## config.mk

```make
export PLATFORM = sky130hd
export DESIGN_NAME = leg_imem_loader
export DESIGN_NICKNAME = d
export VERILOG_FILES = /design/src/rtl/leg_imem_loader.sv
export SDC_FILE = /design/constraint.sdc
export NUM_CORES = 1
export LEC_CHECK = 0
export BUFFER_PORTS_ARGS = -buffer_cell sky130_fd_sc_hd__buf_2
export CORE_ASPECT_RATIO = 1.75
export CORE_MARGIN = 10
export CORE_UTILIZATION = 54
export DETAILED_ROUTE_END_ITERATION = 12
export GPL_ROUTABILITY_DRIVEN = 0
export PLACE_DENSITY = 0.69
export SYNTH_ARGS = -nofsm -noshare
export SYNTH_HDL_FRONTEND = slang
export SYNTH_SLANG_ARGS = --single-unit
```

## constraint.sdc

```tcl
create_clock -name i_clk -period 6.7 [get_ports i_clk]
set_clock_uncertainty 0.05 [all_clocks]
set_input_delay 0.335 -clock i_clk [delete_from_list [all_inputs] [get_ports i_clk]]
set_output_delay 0.335 -clock i_clk [all_outputs]
set_load 0.02 [all_outputs]
```

## src/rtl/leg_imem_loader.sv

```systemverilog
// leg_imem_loader
//   Instruction memory with a byte-stream program loader in front of a small
//   CPU. A load request fills the first i_load_len bytes of memory. The CPU
//   may fetch from memory only after a load completes, and only until it is
//   halted or a new load begins.
//
// Ports
//   i_clk          clock, all state updates on the rising edge
//   i_rst          asynchronous active-high reset
//   i_load_start   one-cycle load request, i_load_len sampled with it
//   i_load_len     byte count, legal 1..DEPTH
//   i_byte_valid   loader stream valid
//   i_byte         loader stream data
//   o_byte_ready   high exactly while loading
//   i_halt         one-cycle pulse that stops the CPU (RUN -> IDLE)
//   i_fetch_req    CPU fetch request
//   i_fetch_addr   CPU fetch address
//   o_fetch_valid  fetch data valid, one cycle after a serviced request
//   o_fetch_data   fetched byte, holds when no request is serviced
//   o_cpu_run      CPU permitted to fetch/execute
//   o_load_done    one-cycle pulse when the last byte is written
//   o_err          one-cycle pulse for a load request with an illegal length
module leg_imem_loader #(
    parameter int DATA_W = 8,
    parameter int ADDR_W = 4
) (
    input  logic              i_clk,
    input  logic              i_rst,
    input  logic              i_load_start,
    input  logic [ADDR_W:0]   i_load_len,
    input  logic              i_byte_valid,
    input  logic [DATA_W-1:0] i_byte,
    output logic              o_byte_ready,
    input  logic              i_halt,
    input  logic              i_fetch_req,
    input  logic [ADDR_W-1:0] i_fetch_addr,
    output logic              o_fetch_valid,
    output logic [DATA_W-1:0] o_fetch_data,
    output logic              o_cpu_run,
    output logic              o_load_done,
    output logic              o_err
);

    localparam int DEPTH = 2 ** ADDR_W;
    localparam logic [ADDR_W:0] DEPTH_LEN = (ADDR_W + 1)'(DEPTH);

    typedef enum logic [1:0] {
        ST_IDLE,
        ST_LOAD,
        ST_RUN
    } state_t;

    state_t              state_reg;
    logic [ADDR_W-1:0]   ptr_reg;
    logic [ADDR_W:0]     cnt_reg;
    logic [DATA_W-1:0]   mem_reg [DEPTH];

    logic                byte_ready_reg;
    logic                cpu_run_reg;
    logic                load_done_reg;
    logic                err_reg;
    logic                fetch_valid_reg;
    logic [DATA_W-1:0]   fetch_data_reg;

    logic                len_legal;
    logic                wr_en;

    assign len_legal = (i_load_len != '0) && (i_load_len <= DEPTH_LEN);
    // byte_ready_reg is high exactly in LOAD, so this is the valid/ready handshake.
    assign wr_en     = byte_ready_reg && i_byte_valid;

    // Memory lives in flops so the whole array can be cleared by reset.
    always_ff @(posedge i_clk or posedge i_rst) begin
        if (i_rst) begin
            for (int i = 0; i < DEPTH; i++) begin
                mem_reg[i] <= '0;
            end
        end else if (wr_en) begin
            mem_reg[ptr_reg] <= i_byte;
        end
    end

    // Control FSM with registered outputs.
    always_ff @(posedge i_clk or posedge i_rst) begin
        if (i_rst) begin
            state_reg      <= ST_IDLE;
            ptr_reg        <= '0;
            cnt_reg        <= '0;
            byte_ready_reg <= 1'b0;
            cpu_run_reg    <= 1'b0;
            load_done_reg  <= 1'b0;
            err_reg        <= 1'b0;
        end else begin
            load_done_reg <= 1'b0;
            err_reg       <= 1'b0;
            case (state_reg)
                ST_IDLE: begin
                    if (i_load_start) begin
                        if (len_legal) begin
                            state_reg      <= ST_LOAD;
                            ptr_reg        <= '0;
                            cnt_reg        <= i_load_len;
                            byte_ready_reg <= 1'b1;
                        end else begin
                            err_reg <= 1'b1;
                        end
                    end
                end
                ST_LOAD: begin
                    // New load requests are ignored until this one finishes.
                    if (wr_en) begin
                        ptr_reg <= ptr_reg + 1'b1;
                        cnt_reg <= cnt_reg - 1'b1;
                        if (cnt_reg == (ADDR_W + 1)'(1)) begin
                            // Pointer may wrap after a full-depth load, but no
                            // further write can happen outside LOAD.
                            state_reg      <= ST_RUN;
                            byte_ready_reg <= 1'b0;
                            cpu_run_reg    <= 1'b1;
                            load_done_reg  <= 1'b1;
                        end
                    end
                end
                ST_RUN: begin
                    // A load request (legal or not) takes priority over halt.
                    if (i_load_start) begin
                        if (len_legal) begin
                            state_reg      <= ST_LOAD;
                            ptr_reg        <= '0;
                            cnt_reg        <= i_load_len;
                            byte_ready_reg <= 1'b1;
                            cpu_run_reg    <= 1'b0;
                        end else begin
                            err_reg <= 1'b1;
                        end
                    end else if (i_halt) begin
                        state_reg   <= ST_IDLE;
                        cpu_run_reg <= 1'b0;
                    end
                end
                default: begin
                    state_reg      <= ST_IDLE;
                    byte_ready_reg <= 1'b0;
                    cpu_run_reg    <= 1'b0;
                end
            endcase
        end
    end

    // Fetch port: one-cycle latency, data holds when nothing is serviced.
    always_ff @(posedge i_clk or posedge i_rst) begin
        if (i_rst) begin
            fetch_valid_reg <= 1'b0;
            fetch_data_reg  <= '0;
        end else begin
            fetch_valid_reg <= i_fetch_req && cpu_run_reg;
            if (i_fetch_req && cpu_run_reg) begin
                fetch_data_reg <= mem_reg[i_fetch_addr];
            end
        end
    end

    assign o_byte_ready  = byte_ready_reg;
    assign o_cpu_run     = cpu_run_reg;
    assign o_load_done   = load_done_reg;
    assign o_err         = err_reg;
    assign o_fetch_valid = fetch_valid_reg;
    assign o_fetch_data  = fetch_data_reg;

endmodule

```

Yosys cells after proc, flatten, opt, wreduce, memory -nomap -nowiden --
Cells that the tools add are included.
Storage, ports and cells: register bits 152, output and inout bits 13, logic and storage cells 94
Cells by class: $add $sub $neg 2, magnitude comparators 4, equal/unequal tests 10, mux-type cells 38, bitwise operators 3, reduce and logical (&&, ||, !) cells 12
Operator list (count):
- 128-bit bitwise mux | 1
- 8-bit binary-select mux with 4-bit select | 1
- 8-bit demux with 4-bit select | 1
- 8-bit two-way mux | 3
- 1-bit two-way mux | 15
- 5-bit two-way mux | 3
- 2-bit two-way mux | 6
- 4-bit two-way mux | 3
- 4-bit AND reduction | 3
- 5-bit >= comparator, second input constant | 2
- 4-bit NOT with 5-bit output | 2
- 5-bit one-hot mux with 2 select lines | 1
- 4-bit one-hot mux with 2 select lines | 1
- 2-bit != test, second input constant | 3
- 3-bit != test, second input constant | 2
- 2-bit one-hot mux with 3 select lines | 1
- 5-bit by 1-bit == test with 1-bit output, second input constant | 1
- 5-bit less-or-equal comparator, second input constant | 1
- 5-bit by 1-bit less-than comparator with 1-bit output, second input constant | 1
- 5-bit AND reduction | 1
- 5-bit nonzero test | 1
- 5-bit by 1-bit subtractor with 5-bit output, second input constant | 1
- 4-bit by 1-bit adder with 4-bit output, second input constant | 1
- 1-bit logical AND | 4
- 9 further kinds | 10

Logic depth before layout (Yosys ltp) --
depth in word-level cells 6, gate-level depth with buffers 6, depth with buffers taken out 5

Worst setup path before layout --
No wires, ideal clock.
path kind register -> register, start reg byte_ready_reg (netlist: o_byte_ready), end reg cnt_reg[4], library setup time 0.069 ns, arrival time 1.510 ns, setup slack 5.070 ns, stages on the path, launching flop included 5, buffers on the path 0, period minus slack after synthesis 1.630 ns, cell sequence dfrtp_1 > nand2_1 > or2_1 > or4b_1 > nand3_1
Between the ends: word-level cells in the longest chain between the ends 3
Ends and longest elaborated chain:
- start: declaration | RTL line 58 | logic byte_ready_reg;
- start signal: assignment | RTL line 89 | byte_ready_reg <= 1'b0;
- start signal: assignment | RTL line 103 | byte_ready_reg <= 1'b1;
- start signal: assignment | RTL line 118 | byte_ready_reg <= 1'b0;
- 1-bit logical AND | RTL line 70 | assign wr_en = byte_ready_reg && i_byte_valid;
- 2-bit != test (no line)
- 4-bit AND reduction (no line)
- end signal: assignment | RTL line 102 | cnt_reg <= i_load_len;
- end signal: assignment | RTL line 113 | cnt_reg <= cnt_reg - 1'b1;
- end signal: assignment | RTL line 130 | cnt_reg <= i_load_len;
- end: declaration | RTL line 55 | logic [ADDR_W:0] cnt_reg;
No other way between the ends. A chain may end at the register's enable or synchronous reset.

Worst setup path after layout --
start reg state_reg[0], end reg cnt_reg[4]
Between the ends: word-level cells in the longest chain between the ends 4
Ends and longest elaborated chain:
- start: declaration | RTL line 53 | state_t state_reg;
- start signal: assignment | RTL line 86 | state_reg <= ST_IDLE;
- start signal: assignment | RTL line 100 | state_reg <= ST_LOAD;
- start signal: assignment | RTL line 117 | state_reg <= ST_RUN;
- 2-bit == test / 2-bit zero test (equally long branches) | RTL line 96 | case (state_reg)
- 2-bit OR reduction (no line)
- 2-bit by 1-bit != test with 1-bit output (no line) / 2-bit nonzero test (equally long branches)
- 4-bit AND reduction (no line)
Parallel ways exist; a longest one is shown, timed or not.

==> results.toml <==
[worst_setup_path]
ff2ff_path_depth = 4
cp_max_fo = 19
path_depth = 4
worst_setup_path_end_kind = "flop"
reg2reg_to = "cnt_reg[4]"
slowest_stage = "dfrtp_1"
timing.critical_path.cells = "nand2b_1 -> or2_1 -> or4b_1 -> nand3_1"
crit_type = "flop to flop"
critical_path.startpoint_type = "flop"
crit_required_ns = 7.00
timing.rr.start = "state_reg[0]"
crit_arrival_ns = 2.21
reg2reg_slack_ns = 4.79
slowest_delay_ns = 0.69
cpLargestDelayFamily = "simple AND/OR/NAND/NOR gates"
path_buf_inv = 0

[final_layout]
fill_cells = 1052
largest_reg_flops = 128
drive_above_1_share_pct = 36.2
syn2layout_area_growth_pct = 13.4
fin_nets = 602
fin_util_pct = 62.2
insertedDiodeCount = 0
instances_no_fill = 757

[outcome]
status = "finished with violations"
violations = "negative hold slack"

[floorplan]
die_x_microns = 107
die_h_microns = 172
placeableCoreArea_sq_um = 12900
dieArea_sq_um = 18300
start_util_pct = 54.9
rows = 55
io_pins = 36

[global_routing]
grt_max_degree = 79
use_met2_pct = 33.2
grt_usage_pct = 18.4
antenna_found_initial = 0
grt_overflow = 0
grt_busiest_layer = "met2"
use_met1_pct = 20.7
grt_use_met3_pct = 3.86
grt_pass1_wl_mm = 26.2
first_global_vias = 4889

[placed_design]
dp_hpwl_mm = 10.7
portBuffers = 35
place_inst = 725
pre_cts_slack_ns = 4.56

[detailed_routing]
wl_per_cell_microns = 21.1
totalWireLength_mm = 16.0
drtPass1Iterations = 4
vias = 4522
post-route-drc-count = 0
ant_nets = 0
drt-initial-drc-count = 204
viasPerCell = 5.97

[synthesis]
syn_area_sq_um = 7100
avgSynthCellArea_sq_um = 13.1
synthTopCellsByCount = "152 x dfrtp_1, 118 x mux2_2, 66 x mux2i_1"
netlist_top_cells_area = "dfrtp_1 54%, mux2_2 19%, mux2i_1 9.3%"
yosysWarnings = 0
seq_area_frac_synth_pct = 53.5
synth-async-reset-ratio_pct = 100
synth_nets = 572
ys_types = 44
synth_top_area_share_pct = 53.5
synth_flop_cell = "dfrtp_1"
synth_most_common_cell = "dfrtp_1"
synthCells = 543
synth_area_leader_cell = "dfrtp_1"
synth_edf_count = 0
synth-seq-cells = 152

[timing]
setup-violations-final = 0
fin_crit_sh_pct = 28.5
fin_tns_setup_ns = 0
drv_slew = 0
hold_ws_ns = -0.0183
period_minus_slack_ns = 1.91
hold_viol = 31
relSlewSlack_pct = 25.8
max_freq_ghz = 0.525
tightestPinTransition_ns = 1.11
worst_slack_ns = 4.79
rsz0062_at_grt = "no"

[pwr]
power.leakage_nw = 3.99
total_power_mw = 2.98
power.density_nw_per_um2 = 370
vdd_drop_max_v = 0.000240

[clock_network]
cts_sinks = 152
cts_buffer_depth = 2
insertion_delay_ns = 0.42
cts_resized = 0
cts_tree = "built"
h-tree-depth = 4
cts_setup_buffers = 0
cts_buffers = 17
cts_root_buffer = "clkbuf_16"
cts.clk_slew.worst_paths_ns = 0.06
cts_hold_buf = 0

[job]
drv_cap = 0

[worst_hold_path]
min_path_type = "primary input to async pin"
[worst max path at each step]
| stage | from | endpoint | slack (ns) |
|---|---|---|---|
| detailed placement | i_fetch_addr[1] | o_fetch_data[0] | 4.56 |
| finish | state_reg[0] | cnt_reg[4] | 4.79 |
| floorplan | i_rst | cnt_reg[0] | 2.22 |
| global placement | i_fetch_addr[1] | o_fetch_data[3] | 4.59 |
| global route | state_reg[0] | cnt_reg[4] | 4.68 |
| CTS | state_reg[0] | cnt_reg[4] | 4.79 |
[kinds of logic (layout without fill, tap and decap cells)]
kind of cell	count (synthesis)	count (layout)	share of synthesized area, %
AOI/OAI and AO/OA	68	68	6.41
buffers and inverters	38	81	2.25
adders and majority gates	6	6	1.06
DFF	152	152	53.5
muxes	194	194	29.6
and+or+nand+nor	81	81	6.64
xor gates and xnor gates	4	4	0.493
[area by class of cell]
class,count,area [sq um],area share (%)
multi-input combinational,353,3140,39.0
clock buffer,20,457,5.67
clock inverter,12,188,2.33
timing repair buffer,39,208,2.58
tap,171,214,2.66
sequential,152,3800,47.2
inverter,10,42.5,0.528
[cells in the final DEF, fill, tap and decap left out, drive strengths merged, types with 3 or more instances in the layout]
cell type | synthesis | final
a21oi | 19 | 19
a22oi | 16 | 16
a31oi | 3 | 3
a32oi | 8 | 8
buf | 8 | 39
bufinv | 0 | 4
clkbuf | 20 | 20
dfrtp | 152 | 152
ha | 6 | 6
inv | 10 | 14
mux2 | 128 | 128
mux2i | 66 | 66
nand2 | 39 | 39
nand3 | 13 | 13
nor2 | 8 | 8
nor2b | 8 | 8
nor3 | 3 | 3
o211ai | 4 | 4
o21ai | 9 | 9
[worst reg2reg max path, cell delays in order, from the launching register on]
cell and delay, ns:
dfrtp_1 0.69, nand2b_1 0.19, or2_1 0.31, or4b_1 0.52, nand3_1 0.09
[report_power, final]
| part | switching (mW) | internal (mW) |
|---|---|---|
| Clock | 0.384 | 0.649 |
| Combinational | 0.250 | 0.321 |
| Sequential | 0.163 | 1.21 |
[per-layer routing]
metal,up-vias,part of all wire (%)
met5,-,0
met4,0,1.7
met3,21,3.5
met2,94,55
met1,2356,40
li1,2051,-
[through the flow]
stage                     hold slack [ns]  instance area [sq um]
after global placement              0.423                   7410
after detailed placement            0.431                   7410
after floorplan                     0.409                   7100
after global routing               0.0445                   8050
after CTS                         0.00312                   8050
final                             -0.0183                   8050
No activity file was read; power rests on OpenSTA's default activity.
